## src/rtl/stopwatch_ctrl_if.sv

```systemverilog
// Button, BCD-counter and display signals of the stopwatch controller.
// master = button/counter side, slave = stopwatch_ctrl.
interface stopwatch_ctrl_if;
    logic       btn_start;
    logic       btn_lap;
    logic       btn_clear;
    logic [3:0] bcd_ten;
    logic [3:0] bcd_one;
    logic       cnt_en;
    logic       cnt_clr;
    logic [3:0] disp_ten;
    logic [3:0] disp_one;
    logic [1:0] state;
    logic       done;

    modport master (
        output btn_start, btn_lap, btn_clear, bcd_ten, bcd_one,
        input  cnt_en, cnt_clr, disp_ten, disp_one, state, done
    );

    modport slave (
        input  btn_start, btn_lap, btn_clear, bcd_ten, bcd_one,
        output cnt_en, cnt_clr, disp_ten, disp_one, state, done
    );
endinterface

```

## src/rtl/stopwatch_ctrl.sv

```systemverilog
// Start/pause/clear controller driving an external two-digit BCD counter and its display.
// Optional macro LAP_EN adds the lap button that freezes the display; without it btn_lap is ignored.
module stopwatch_ctrl #(
    parameter int TICK_DIV = 50_000_000
) (
    input logic            clk,
    input logic            reset,
    stopwatch_ctrl_if.slave bus
);

    localparam logic [1:0] IDLE  = 2'b00;
    localparam logic [1:0] RUN   = 2'b01;
    localparam logic [1:0] PAUSE = 2'b10;
    localparam logic [1:0] DONE  = 2'b11;

    localparam int              PW        = $clog2(TICK_DIV);
    localparam logic [PW-1:0]   PRESC_MAX = PW'(TICK_DIV - 1);

    localparam int BTN_START = 0;
    localparam int BTN_CLEAR = 1;
`ifdef LAP_EN
    localparam int BTN_LAP   = 2;
    localparam int NBTN      = 3;
`else
    localparam int NBTN      = 2;
`endif

    logic [NBTN-1:0] btn_in;
    logic [NBTN-1:0] btn_p0;
    logic [NBTN-1:0] btn_p1;
    logic [NBTN-1:0] btn_p2;
    logic [NBTN-1:0] armed;
    logic [NBTN-1:0] evt_p3;
    logic            warm_p0;
    logic            warm_p1;

    logic [1:0]      state;
    logic [PW-1:0]   presc;
    logic            tick;
    logic            clr_pulse;
    logic            hold;
    logic [3:0]      disp_ten;
    logic [3:0]      disp_one;

    logic            start_evt;
    logic            clear_evt;
    logic            at_top;
    logic            terminal;

`ifdef LAP_EN
    assign btn_in = {bus.btn_lap, bus.btn_clear, bus.btn_start};
`else
    assign btn_in = {bus.btn_clear, bus.btn_start};
`endif

    // Sync stage: p0/p1 synchronize, p2 delays for edge detect, p3 registers the event.
    // A button only arms once it has been seen low on a filled pipeline, so a button
    // held through reset release produces no event.
    always_ff @(posedge clk or posedge reset) begin
        if (reset) begin
            btn_p0  <= '0;
            btn_p1  <= '0;
            btn_p2  <= '0;
            evt_p3  <= '0;
            armed   <= '0;
            warm_p0 <= 1'b0;
            warm_p1 <= 1'b0;
        end else begin
            btn_p0  <= btn_in;
            btn_p1  <= btn_p0;
            btn_p2  <= btn_p1;
            warm_p0 <= 1'b1;
            warm_p1 <= warm_p0;
            armed   <= armed | ({NBTN{warm_p1}} & ~btn_p1);
            evt_p3  <= btn_p1 & ~btn_p2 & armed;
        end
    end

    assign start_evt = evt_p3[BTN_START];
    assign clear_evt = evt_p3[BTN_CLEAR];
    assign at_top    = (presc == PRESC_MAX);
    assign terminal  = (bus.bcd_ten == 4'd9) && (bus.bcd_one == 4'd9);

    // Control stage: clear beats start, start beats counting.
    always_ff @(posedge clk or posedge reset) begin
        if (reset) begin
            state     <= IDLE;
            presc     <= '0;
            tick      <= 1'b0;
            clr_pulse <= 1'b0;
        end else begin
            tick      <= 1'b0;
            clr_pulse <= 1'b0;
            if (clear_evt) begin
                state     <= IDLE;
                presc     <= '0;
                clr_pulse <= 1'b1;
            end else if (start_evt) begin
                case (state)
                    IDLE, PAUSE: state <= RUN;
                    RUN:         state <= PAUSE;
                    default:     state <= state;
                endcase
            end else if (state == RUN) begin
                if (at_top) begin
                    presc <= '0;
                    if (terminal)
                        state <= DONE;
                    else
                        tick <= 1'b1;
                end else begin
                    presc <= presc + PW'(1);
                end
            end
        end
    end

`ifdef LAP_EN
    logic lap_evt;
    assign lap_evt = evt_p3[BTN_LAP];

    // A lap event loses to clear and start in the same cycle.
    always_ff @(posedge clk or posedge reset) begin
        if (reset) begin
            hold <= 1'b0;
        end else if (clear_evt) begin
            hold <= 1'b0;
        end else if (!start_evt && lap_evt) begin
            hold <= (state == RUN) ? ~hold : 1'b0;
        end
    end
`else
    assign hold = 1'b0;
`endif

    // Display stage: digits pass through unchanged, including non-BCD codes.
    always_ff @(posedge clk or posedge reset) begin
        if (reset) begin
            disp_ten <= 4'd0;
            disp_one <= 4'd0;
        end else if (!hold) begin
            disp_ten <= bus.bcd_ten;
            disp_one <= bus.bcd_one;
        end
    end

    assign bus.cnt_en   = tick;
    assign bus.cnt_clr  = clr_pulse;
    assign bus.disp_ten = disp_ten;
    assign bus.disp_one = disp_one;
    assign bus.state    = state;
    assign bus.done     = (state == DONE);

endmodule

```

## src/flat_wrapper.sv

```systemverilog
// flat-port wrapper written by rule: the top's interface ports become plain ports
module stopwatch_ctrl_flat 
#(
    parameter int TICK_DIV = 50_000_000
)
  (clk, reset, bus_btn_start, bus_btn_lap, bus_btn_clear, bus_bcd_ten, bus_bcd_one, bus_cnt_en, bus_cnt_clr, bus_disp_ten, bus_disp_one, bus_state, bus_done);
  stopwatch_ctrl_if bus_i ();
  input logic clk;
  input logic reset;
  input wire logic [$bits(bus_i.btn_start)-1:0] bus_btn_start;
  input wire logic [$bits(bus_i.btn_lap)-1:0] bus_btn_lap;
  input wire logic [$bits(bus_i.btn_clear)-1:0] bus_btn_clear;
  input wire logic [$bits(bus_i.bcd_ten)-1:0] bus_bcd_ten;
  input wire logic [$bits(bus_i.bcd_one)-1:0] bus_bcd_one;
  output wire logic [$bits(bus_i.cnt_en)-1:0] bus_cnt_en;
  output wire logic [$bits(bus_i.cnt_clr)-1:0] bus_cnt_clr;
  output wire logic [$bits(bus_i.disp_ten)-1:0] bus_disp_ten;
  output wire logic [$bits(bus_i.disp_one)-1:0] bus_disp_one;
  output wire logic [$bits(bus_i.state)-1:0] bus_state;
  output wire logic [$bits(bus_i.done)-1:0] bus_done;
  assign bus_i.btn_start = bus_btn_start;
  assign bus_i.btn_lap = bus_btn_lap;
  assign bus_i.btn_clear = bus_btn_clear;
  assign bus_i.bcd_ten = bus_bcd_ten;
  assign bus_i.bcd_one = bus_bcd_one;
  assign bus_cnt_en = bus_i.cnt_en;
  assign bus_cnt_clr = bus_i.cnt_clr;
  assign bus_disp_ten = bus_i.disp_ten;
  assign bus_disp_one = bus_i.disp_one;
  assign bus_state = bus_i.state;
  assign bus_done = bus_i.done;
  stopwatch_ctrl #(.TICK_DIV(TICK_DIV)) u_core (.clk(clk), .reset(reset), .bus(bus_i));
endmodule
```

## config.mk

```make
export PLATFORM = sky130hd
export DESIGN_NAME = stopwatch_ctrl_flat
export DESIGN_NICKNAME = d
export VERILOG_FILES = /design/src/rtl/stopwatch_ctrl_if.sv /design/src/rtl/stopwatch_ctrl.sv /design/src/flat_wrapper.sv
export SDC_FILE = /design/constraint.sdc
export NUM_CORES = 1
export LEC_CHECK = 0
export ABC_AREA = 1
export CELL_PAD_IN_SITES_DETAIL_PLACEMENT = 1
export CELL_PAD_IN_SITES_GLOBAL_PLACEMENT = 1
export CORE_MARGIN = 3
export CORE_UTILIZATION = 40
export DETAILED_ROUTE_END_ITERATION = 12
export GPL_TIMING_DRIVEN = 0
export MAX_ROUTING_LAYER = met4
export PLACE_DENSITY = 0.73
export SLEW_MARGIN = 20
export SYNTH_ARGS = -nofsm -noshare
export SYNTH_HDL_FRONTEND = slang
export SYNTH_SLANG_ARGS = --single-unit
```

## constraint.sdc

```tcl
create_clock -name clk -period 3 [get_ports clk]
set_input_delay 0.6 -clock clk [delete_from_list [all_inputs] [get_ports clk]]
set_output_delay 0.6 -clock clk [all_outputs]
set_load 0.01 [all_outputs]
```

==> key figures <==
Cells and area
  – Area of the multi-input gates: 1080 sq um
  – Register area: 1250 sq um
  – Area delta synth->final: 19.1%
  – Finished Layout Cells: 421
  – ANT cells: 0
  – # fillers: 712
  – Fin nets: roughly 360
  – Layout cells sized above 1: 12.4%

Power
  – Flop pwr share: about half
  – NetSw: between 400 and 500 uW
  – Clock Power Share: roughly 33%
  – Combinational share of power: roughly 18%
  – Leakage Power: 0.00143 uW
  – Peak supply drop: around 0.24 mV
  – Internal power: about 1100 uW
  – Power Density: roughly 510 nW/um^2
  – Switching Share: roughly 29%

Timing
  – Worst Skew: roughly 13 ps
  – Worst-Margin Slew: 655 ps
  – Slew Limit Fails: 0
  – Max frequency: 492 MHz
  – Fin crit period: 2030 ps
  – RSZ-0062 raised after global routing: false
  – Sum of negative setup slack: 0 ps
  – Final Hold Fails: 0
  – Setup violators final: 0
  – Final period utilization: 67.7%
  – Worst slew margin: 56.3%

Critical path
  – Setup CP Type: flip-flop to output port
  – Worst Reg-to-Reg Cells: 11
  – CP Capture Type: output port
  – Flop-to-flop setup slack: 1220 ps
  – End of the critical path: bus_done
  – Required @ worst endpoint: roughly 2400 ps
  – Startpoint types: flip-flop
  – CP startpoint: u_core.bus.state[0]
  – Crit Reg-Reg Startpoint: u_core.presc[0]
  – CP Data Arrival Time: 1430 ps
  – R2r endpoint: u_core.presc[11]
  – Worst-path fanout max: 7

Global routing
  – GRT overflow: 0
  – Initial antenna violation count: 0
  – Largest net degree at the start of global routing: 30
  – Vias in the first global route: ~2300
  – Global-route usage over all layers: between 10% and 20%
  – First-pass GRT wire length: ~11000 um

CTS
  – CTS root buf: clkbuf_8
  – CTS buffer count: 5
  – CTS tree: yes
  – TritonCTS Sinks: 50
  – Postcts setup bufs: 0
  – CTS clk-pin slew, worst paths: roughly 100 ps
  – Max clock buf depth: 2
  – PostCTS Resize Cnt: 0
  – Hold-fix buffers, CTS: 0
  – H-Tree Depth: 2
  – Worst skew pair latency: around 320 ps

Flow run
  – Max Cap Viol: 0

Route
  – DR DRC count: 0
  – Post-route ant nets: 0
  – Post-Route WL: about 6000 um
  – Total number of vias: 2078
  – 1st-iter DRT viols: 100
  – First-pass DRT Iterations: 4
  – Avg WL per Cell: roughly 14 um
  – Vias per cell: between 4 and 5

Floorplan
  – Initial core utilization: a little over two fifths
  – Die area: around 7300 sq um
  – Height of the chip: around 85 um
  – Die Wd: roughly 85 um
  – I/O pins: 26
  – Row cnt: 28
  – Core area: between 5000 and 6000 sq um

Synth
  – Synth Instances: 313
  – Sequential area share after synthesis: between 40% and 50%
  – Mapped Area: ~2500 sq um
  – Post-Syn Nets: 327
  – Synthesized flop and latch total: 50
  – Synth cell types: 27
  – Synth warn: 0
  – Mean post-synth cell area: roughly 8.0 sq um

Placed design
  – Dpl hpwl: about 4700 um
  – Port bufs: 24
  – Routability Congestion: roughly 0.84
  – Cells after DPL: slightly above 400

Worst hold path
  – Hold Startpoint: u_core.btn_p0[1]
  – Class of the worst hold path: flip-flop to flip-flop

Outcome
  – Status: complete, no violations
==> synthesized netlist by cell type (all sizes together) <==
cell / instances / area [sq um]
nor3: 4 / 20.0
nor2b: 1 / 6.26
clkinv: 1 / 8.76
o21ai: 5 / 25.0
nand3b: 5 / 37.5
xor2: 6 / 52.6
xnor2: 2 / 17.5
ha: 1 / 12.5
o21bai: 3 / 22.5
dfrtp: 50 / 1250
and2: 1 / 6.26
nand2: 97 / 384
nand4: 6 / 37.5
a21oi: 3 / 15.0
inv: 37 / 139
conb: 1 / 3.75
nor2: 66 / 303
nand3: 21 / 125
nor3b: 1 / 7.51
buf: 2 / 31.3
==> power groups by stage <==
stage | clock [uW] | combinational [uW] | sequential, uW
after floorplan | 0 | 154 | 769
after global placement | 0 | 265 | 765
after detailed placement | 0 | 279 | 769
after CTS | 520 | 281 | 756
after global routing | 537 | 312 | 763
final | 503 | 274 | 754
==> routing by layer <==
layer / part of all wire (%) / global-route usage (%) / up-vias
met2: 50 / 32.6 / 29
li1: - / - / 1025
met5: 0 / - / -
met4: 1.3 / 6.19 / 0
met3: 3.4 / 3.11 / 7
met1: 45 / 23.6 / 1017
==> worst min path at each step <==
stage	cells after the start	slack, ps	end
floorplan	0	330	u_core.btn_p1[0]
global placement	0	330	u_core.btn_p1[1]
detailed placement	0	340	u_core.btn_p1[1]
CTS	0	360	u_core.btn_p1[1]
global route	0	370	u_core.btn_p1[1]
finish	0	360	u_core.btn_p1[1]
==> critical path, cell delays in order (launching register included) <==
cell and delay, ps:
dfrtp_1 460, nand2_1 70, inv_1 50, clkdlybuf4s50_1 530
==> state kept, by name (all words and copies together), names as in the netlist, 2 cells and up <==
signal,flops
u_core.btn_p1,2
u_core.presc,26
u_core.bus.state,2
u_core.bus.disp_ten,4
u_core.btn_p0,2
u_core.armed,2
u_core.bus.disp_one,4
u_core.evt_p3,2
u_core.btn_p2,2
==> metrics by stage <==
step	setup slack, ps	total power, uW	area (sq um)	util, %	hold slack, ps
global route	855	1610	2980	49.8	371
detailed placement	1110	1050	2870	47.9	337
CTS	930	1560	2980	49.8	361
global placement	215	1030	2840	47.4	332
finish	968	1530	2980	49.8	357
floorplan	1200	923	2510	-	331
==> layout by cell type, fill, tap and decap left out, types with 2 or more instances in the layout <==
cell,n
xor2_1,6
clkbuf_8,5
nor3_1,4
nand4_1,6
nand2_2,5
nand3_1,17
nand2_1,91
nand3b_1,5
clkdlybuf4s50_1,24
nor2_2,16
o21ai_0,5
clkinv_4,2
xnor2_1,2
inv_2,3
o21bai_1,3
inv_1,34
a21oi_1,3
nor2_4,2
nor2_1,48
dfrtp_1,50
nand3_2,4
==> cell families (layout without fill, tap and decap cells) <==
kind of cell / Yosys count / after routing / share of synthesized area [%]
DFF: 50 / 50 / 49.9
and+or+nand+nor: 202 / 202 / 37.0
adders and majority gates: 1 / 1 / 0.499
other: 1 / 1 / 0.150
AOI/OAI and AO/OA: 11 / 11 / 2.50
buffers and inverters: 40 / 73 / 7.14
xor gates and xnor gates: 8 / 8 / 2.80
==> final cells by class <==
cell class,instances,share of cell area (%)
sequential,50,41.9
multi-input combinational,223,36.1
timing repair buffer,25,8.97
inverter,38,4.95
tap,75,3.14
clock buffer,5,2.31
clock inverter,3,1.59
buffer,2,1.05
Power figures use the tool's default switching activity.
